File: src/rtl/exhaustive_stim_sequencer.sv
// Exhaustive stimulus sequencer: walks every input pattern, holds each for SETTLE
// cycles, captures the DUT response and scores it against a golden response vector.
//
// state | meaning
// IDLE  | waiting for start; results of the last sweep are held
// HOLD  | pattern n_out is driven; settle timer runs, capture on terminal count
// DONE  | single-cycle end-of-sweep, done pulse and trojan_flag update
module exhaustive_stim_sequencer #(
   parameter int N_WIDTH   = 2,
   parameter int OUT_WIDTH = 1,
   parameter int SETTLE    = 1,
   parameter logic [(2**N_WIDTH)*OUT_WIDTH-1:0] GOLDEN = '0
) (
   input  logic                               CK,
   input  logic                               reset,
   input  logic                               start,
   input  logic [OUT_WIDTH-1:0]               dut_out,
   output logic [N_WIDTH-1:0]                 n_out,
   output logic                               busy,
   output logic                               done,
   output logic                               rsp_valid,
   output logic [N_WIDTH-1:0]                 rsp_pattern,
   output logic [OUT_WIDTH-1:0]               rsp_data,
   output logic [(2**N_WIDTH)*OUT_WIDTH-1:0]  resp_vec,
   output logic [N_WIDTH:0]                   mismatch_cnt,
   output logic                               trojan_flag
);

   localparam int NP = 2**N_WIDTH;
   localparam int RW = NP*OUT_WIDTH;
   localparam int CW = (SETTLE > 1) ? $clog2(SETTLE) : 1;
   localparam logic [CW-1:0]      CNT_LOAD = CW'(SETTLE-1);
   localparam logic [N_WIDTH-1:0] LAST_PAT = N_WIDTH'(NP-1);

   localparam logic [1:0] IDLE = 2'd0;
   localparam logic [1:0] HOLD = 2'd1;
   localparam logic [1:0] DONE = 2'd2;

   logic [1:0]           state;
   logic [CW-1:0]        settle_cnt;
   logic [OUT_WIDTH-1:0] golden_sel;
   logic [RW-1:0]        resp_nxt;
   logic                 miss;
   logic [N_WIDTH:0]     mismatch_nxt;

   // Constant-slice decode of the current pattern keeps the part-selects static.
   always_comb begin
      golden_sel = '0;
      resp_nxt   = resp_vec;
      for (int p = 0; p < NP; p++) begin
         if (n_out == N_WIDTH'(p)) begin
            golden_sel                        = GOLDEN[p*OUT_WIDTH +: OUT_WIDTH];
            resp_nxt[p*OUT_WIDTH +: OUT_WIDTH] = dut_out;
         end
      end
   end

   assign miss         = (dut_out != golden_sel);
   assign mismatch_nxt = mismatch_cnt + (N_WIDTH+1)'(miss);

   // Settle timer counts down from SETTLE-1; zero marks the capture edge.
   always_ff @(posedge CK) begin
      if (reset) begin
         state        <= IDLE;
         settle_cnt   <= '0;
         n_out        <= '0;
         busy         <= 1'b0;
         done         <= 1'b0;
         rsp_valid    <= 1'b0;
         rsp_pattern  <= '0;
         rsp_data     <= '0;
         resp_vec     <= '0;
         mismatch_cnt <= '0;
         trojan_flag  <= 1'b0;
      end else begin
         done      <= 1'b0;
         rsp_valid <= 1'b0;
         case (state)
            IDLE: begin
               if (start) begin
                  state        <= HOLD;
                  n_out        <= '0;
                  settle_cnt   <= CNT_LOAD;
                  resp_vec     <= '0;
                  mismatch_cnt <= '0;
                  trojan_flag  <= 1'b0;
                  busy         <= 1'b1;
               end
            end
            HOLD: begin
               if (settle_cnt == '0) begin
                  resp_vec     <= resp_nxt;
                  mismatch_cnt <= mismatch_nxt;
                  rsp_valid    <= 1'b1;
                  rsp_pattern  <= n_out;
                  rsp_data     <= dut_out;
                  if (n_out == LAST_PAT) begin
                     state       <= DONE;
                     busy        <= 1'b0;
                     done        <= 1'b1;
                     trojan_flag <= (mismatch_nxt != '0);
                  end else begin
                     n_out      <= n_out + 1'b1;
                     settle_cnt <= CNT_LOAD;
                  end
               end else begin
                  settle_cnt <= settle_cnt - 1'b1;
               end
            end
            DONE: begin
               state <= IDLE;
            end
            default: begin
               state <= IDLE;
            end
         endcase
      end
   end

endmodule

File: config.mk
export PLATFORM = sky130hd
export DESIGN_NAME = exhaustive_stim_sequencer
export DESIGN_NICKNAME = d
export VERILOG_FILES = /design/src/rtl/exhaustive_stim_sequencer.sv
export SDC_FILE = /design/constraint.sdc
export NUM_CORES = 1
export LEC_CHECK = 0
export BUFFER_PORTS_ARGS = -buffer_cell sky130_fd_sc_hd__buf_4
export CORE_MARGIN = 4
export CORE_UTILIZATION = 40
export CTS_CLUSTER_DIAMETER = 150
export DETAILED_ROUTE_END_ITERATION = 16
export PLACE_DENSITY_LB_ADDON = 0.1
export RECOVER_POWER = 100
export SLEW_MARGIN = 0
export SYNTH_ARGS = -nofsm -noshare
export SYNTH_HDL_FRONTEND = slang
export SYNTH_SLANG_ARGS = --single-unit
File: constraint.sdc
create_clock -name CK -period 3.7 [get_ports CK]
set_input_delay 0.74 -clock CK [delete_from_list [all_inputs] [get_ports CK]]
set_output_delay 0.74 -clock CK [all_outputs]
set_load 0.02 [all_outputs]
==> flow_summary.yaml <==
status:
  result_of_the_run: "completed"
synthesis:
  synth_largest_area_cell: "sky130_fd_sc_hd__dfxtp_1"
  synth.yosys.seq_area_share_pct: 45.14
  synth_edf_count: 0
  yosys_warnings: 0
  syn_area_per_cell_um2: 9.391
  yosys_most_used_dff: "sky130_fd_sc_hd__dfxtp_1"
  async_flop_share_pct: 0
  synth_most_common_cell: "sky130_fd_sc_hd__dfxtp_1"
  post_synth_instance_area_um2: 798.3
  ys_ff_latch: 18
  mappedNetlistNets: 95
  netlist_top_cells_area: "sky130_fd_sc_hd__dfxtp_1 45%, sky130_fd_sc_hd__ha_1 9.4%, sky130_fd_sc_hd__nand2_1 4.2%"
  syn_inst: 85
  synth.lib_cells_used.distinct: 28
  synth_top_cell_area_share_pct: 45.14
  post_synth_most_frequent_cells: "18 x sky130_fd_sc_hd__dfxtp_1, 9 x sky130_fd_sc_hd__nand2_1, 7 x sky130_fd_sc_hd__nor2_1"
detailed_routing:
  dr_wl_met2_um: 709
  met3WireLength_um: 86
  drt-wirelength-per-cell_um: 12.60
  detail_route.drc_violations: 0
  final_antenna_net_count: 0
  top_layer: "met4"
  via_count: 656
  wl_um: 1638
  detailedRoute.firstIterationViolations: 18
  routedLengthMet1_um: 800
  detail_route.vias_per_cell: 5.046
  drt-pass1-iter-count: 4
critical_path:
  timing.critical_path.to_type: "output port"
  type_of_origin_of_the_critical_path: "flip-flop"
  critical_path_arrival_ns: 1.00
  critical_path_class: "flip-flop to output port"
  critical_path_peak_fanout: 6
  cp_top_family: "flip-flops"
  cp.required_ns: 2.96
  worstPathCellList: "clkbuf_1"
  critical-path-slowest-cell: "sky130_fd_sc_hd__dfxtp_1"
  critical_path.max_stage_delay_ns: 0.44
  cp_num_buf_inv: 1
pwr:
  post-layout-total-power_mw: 0.3706
  worst_ir_drop_vdd_mv: 0.2408
  powerDensity_nw_per_um2: 402.5
  p_leak_nw: 0.3518
grt:
  largest_net_degree_at_the_start_of_global_routing: 22
  grtUsageTotal_pct: 12.71
  via_count_of_the_first_global_routing_pass: 586
  antenna_found_initial: 0
  global_route.overflow_total: 0
  global_route_wire_length_before_repair_um: 2539
job:
  drv_cap: 0
clock_network:
  cts_tree: "built"
  count_of_hold_buffers_inserted_by_post_cts_repair: 0
  numClockSinks: 18
  post_cts_setup_buffer_count: 0
  cts_buffers: 3
  cts_buffer_depth: 2
  postCtsResizedCells: 0
  number_of_h_tree_levels: 1
  clkTransAtPathRegs_ns: 0.11
  clkLatencyLatePin_ns: 0.30
  cts_root_buf: "sky130_fd_sc_hd__clkbuf_4"
timing:
  fin_worst_hold_slack_ns: 0.4631
  grt_setup_unrepaired: "no"
  worst_pin_slew_ns: 0.4354
  max-slew-margin-rel_pct: 70.94
  skew_ns: 0.004398
  maxSlewViolCount: 0
  timing.final.crit_period_ns: 1.737
  maxClockFrequency_ghz: 0.5757
  final-setup-viol-count: 0
  timing.setup.tns_ns: 0
  finalCritPeriodShare_pct: 46.95
  timing_hold_violations_final: 0
place:
  globalplace.congestion: 0.7217
  portBuffers: 19
  detailedPlacementHpwl_um: 1135
layout:
  total_area_of_multi_input_combinational_cells_um2: 402.9
  antennaDiodeCount: 0
  layout.nets: 116
  seq_area_um2: 360.3
  fillerInstances: 197
  flow.area_growth_from_synthesis_pct: 15.36
  post_route_cells_drive_above_1_share_pct: 8.571
die:
  fp.coreArea_um2: 1802
  start_util_pct: 44.31
  die_area_um2: 2774
  fp.dieW_um: 52.67
  fp-row-count: 15
  top_level_ports: 20
  die_h_um: 52.67
worst_hold_path:
  hold_path_class: "flip-flop to flip-flop"
==> layout by cell type, fill, tap and decap left out <==
| cell type | n |
|---|---|
| sky130_fd_sc_hd__dfxtp_1 | 18 |
| sky130_fd_sc_hd__clkbuf_1 | 17 |
| sky130_fd_sc_hd__nand2_1 | 9 |
| sky130_fd_sc_hd__a21oi_1 | 7 |
| sky130_fd_sc_hd__nor2_1 | 7 |
| sky130_fd_sc_hd__ha_1 | 6 |
| sky130_fd_sc_hd__nor2b_1 | 4 |
| sky130_fd_sc_hd__nand3_1 | 4 |
| sky130_fd_sc_hd__nand2b_1 | 4 |
| sky130_fd_sc_hd__inv_1 | 3 |
| sky130_fd_sc_hd__nand3b_1 | 3 |
| sky130_fd_sc_hd__clkbuf_4 | 3 |
| sky130_fd_sc_hd__a31oi_1 | 2 |
| sky130_fd_sc_hd__nand4b_1 | 2 |
| sky130_fd_sc_hd__a22oi_1 | 2 |
| sky130_fd_sc_hd__buf_4 | 2 |
| sky130_fd_sc_hd__o21bai_1 | 1 |
| sky130_fd_sc_hd__or3b_1 | 1 |
| sky130_fd_sc_hd__nand3b_2 | 1 |
| sky130_fd_sc_hd__and2b_4 | 1 |
| sky130_fd_sc_hd__a222oi_1 | 1 |
| sky130_fd_sc_hd__nor4_1 | 1 |
| sky130_fd_sc_hd__o31ai_1 | 1 |
| sky130_fd_sc_hd__mux2i_1 | 1 |
| sky130_fd_sc_hd__nor3_1 | 1 |
| sky130_fd_sc_hd__mux2_2 | 1 |
| sky130_fd_sc_hd__o211ai_1 | 1 |
| sky130_fd_sc_hd__clkbuf_8 | 1 |
==> final timing paths <==
check,start,end,slack (ns),depth (start not counted)
max,n_out[0],n_out[0],1.96,1
min,rsp_data,rsp_data,0.46,2
max reg2reg,n_out[0],n_out[0],2.13,4
min reg2reg,rsp_data,rsp_data,0.46,2
==> cell families (layout without fill, tap and decap cells) <==
| kind of cell | after synthesis | after routing | synth area share, % |
|---|---|---|---|
| and+or+nand+nor | 38 | 38 | 26.49 |
| DFF | 18 | 18 | 45.14 |
| AOI/OAI and AO/OA | 15 | 15 | 12.38 |
| adders and majority gates | 6 | 6 | 9.404 |
| buffers and inverters | 6 | 26 | 3.917 |
| muxes | 2 | 2 | 2.665 |
==> routing by layer <==
metal	global-route usage, %	vias to the layer above
li1	-	337
met1	16.55	297
met2	17.77	17
met3	3.419	5
met4	8.936	0
met5	0	-
==> state kept, by name (all words and copies together) (netlist names) <==
signal / flops
busy: 1
done: 1
rsp_pattern: 2
trojan_flag: 1
resp_vec: 4
mismatch_cnt: 3
rsp_data: 1
rsp_valid: 1
state: 2
n_out: 2
==> metrics by stage <==
stage	std cells	setup slack (ns)	util, %	instance area, um2
after CTS	130	2.024	54.86	988.4
after detailed placement	126	1.805	52.85	952.2
final	130	1.963	51.11	920.9
after global placement	126	1.844	52.85	952.2
after global routing	130	1.899	51.11	920.9
after floorplan	85	2.003	-	798.3
==> report_power, final <==
| part | internal, mW | switching, mW |
|---|---|---|
| clock | 0.0601 | 0.0635 |
| sequential | 0.199 | 0.00653 |
| combinational | 0.0150 | 0.0261 |
==> area by class of cell <==
cell class / instances / area share (%)
clock buffers: 4 / 3.940
inverters: 3 / 1.223
repair buffers: 19 / 8.560
multi-input cells: 61 / 43.75
well taps: 25 / 3.397
flip-flops and latches: 18 / 39.13
No activity file was read; power rests on OpenSTA's default activity.
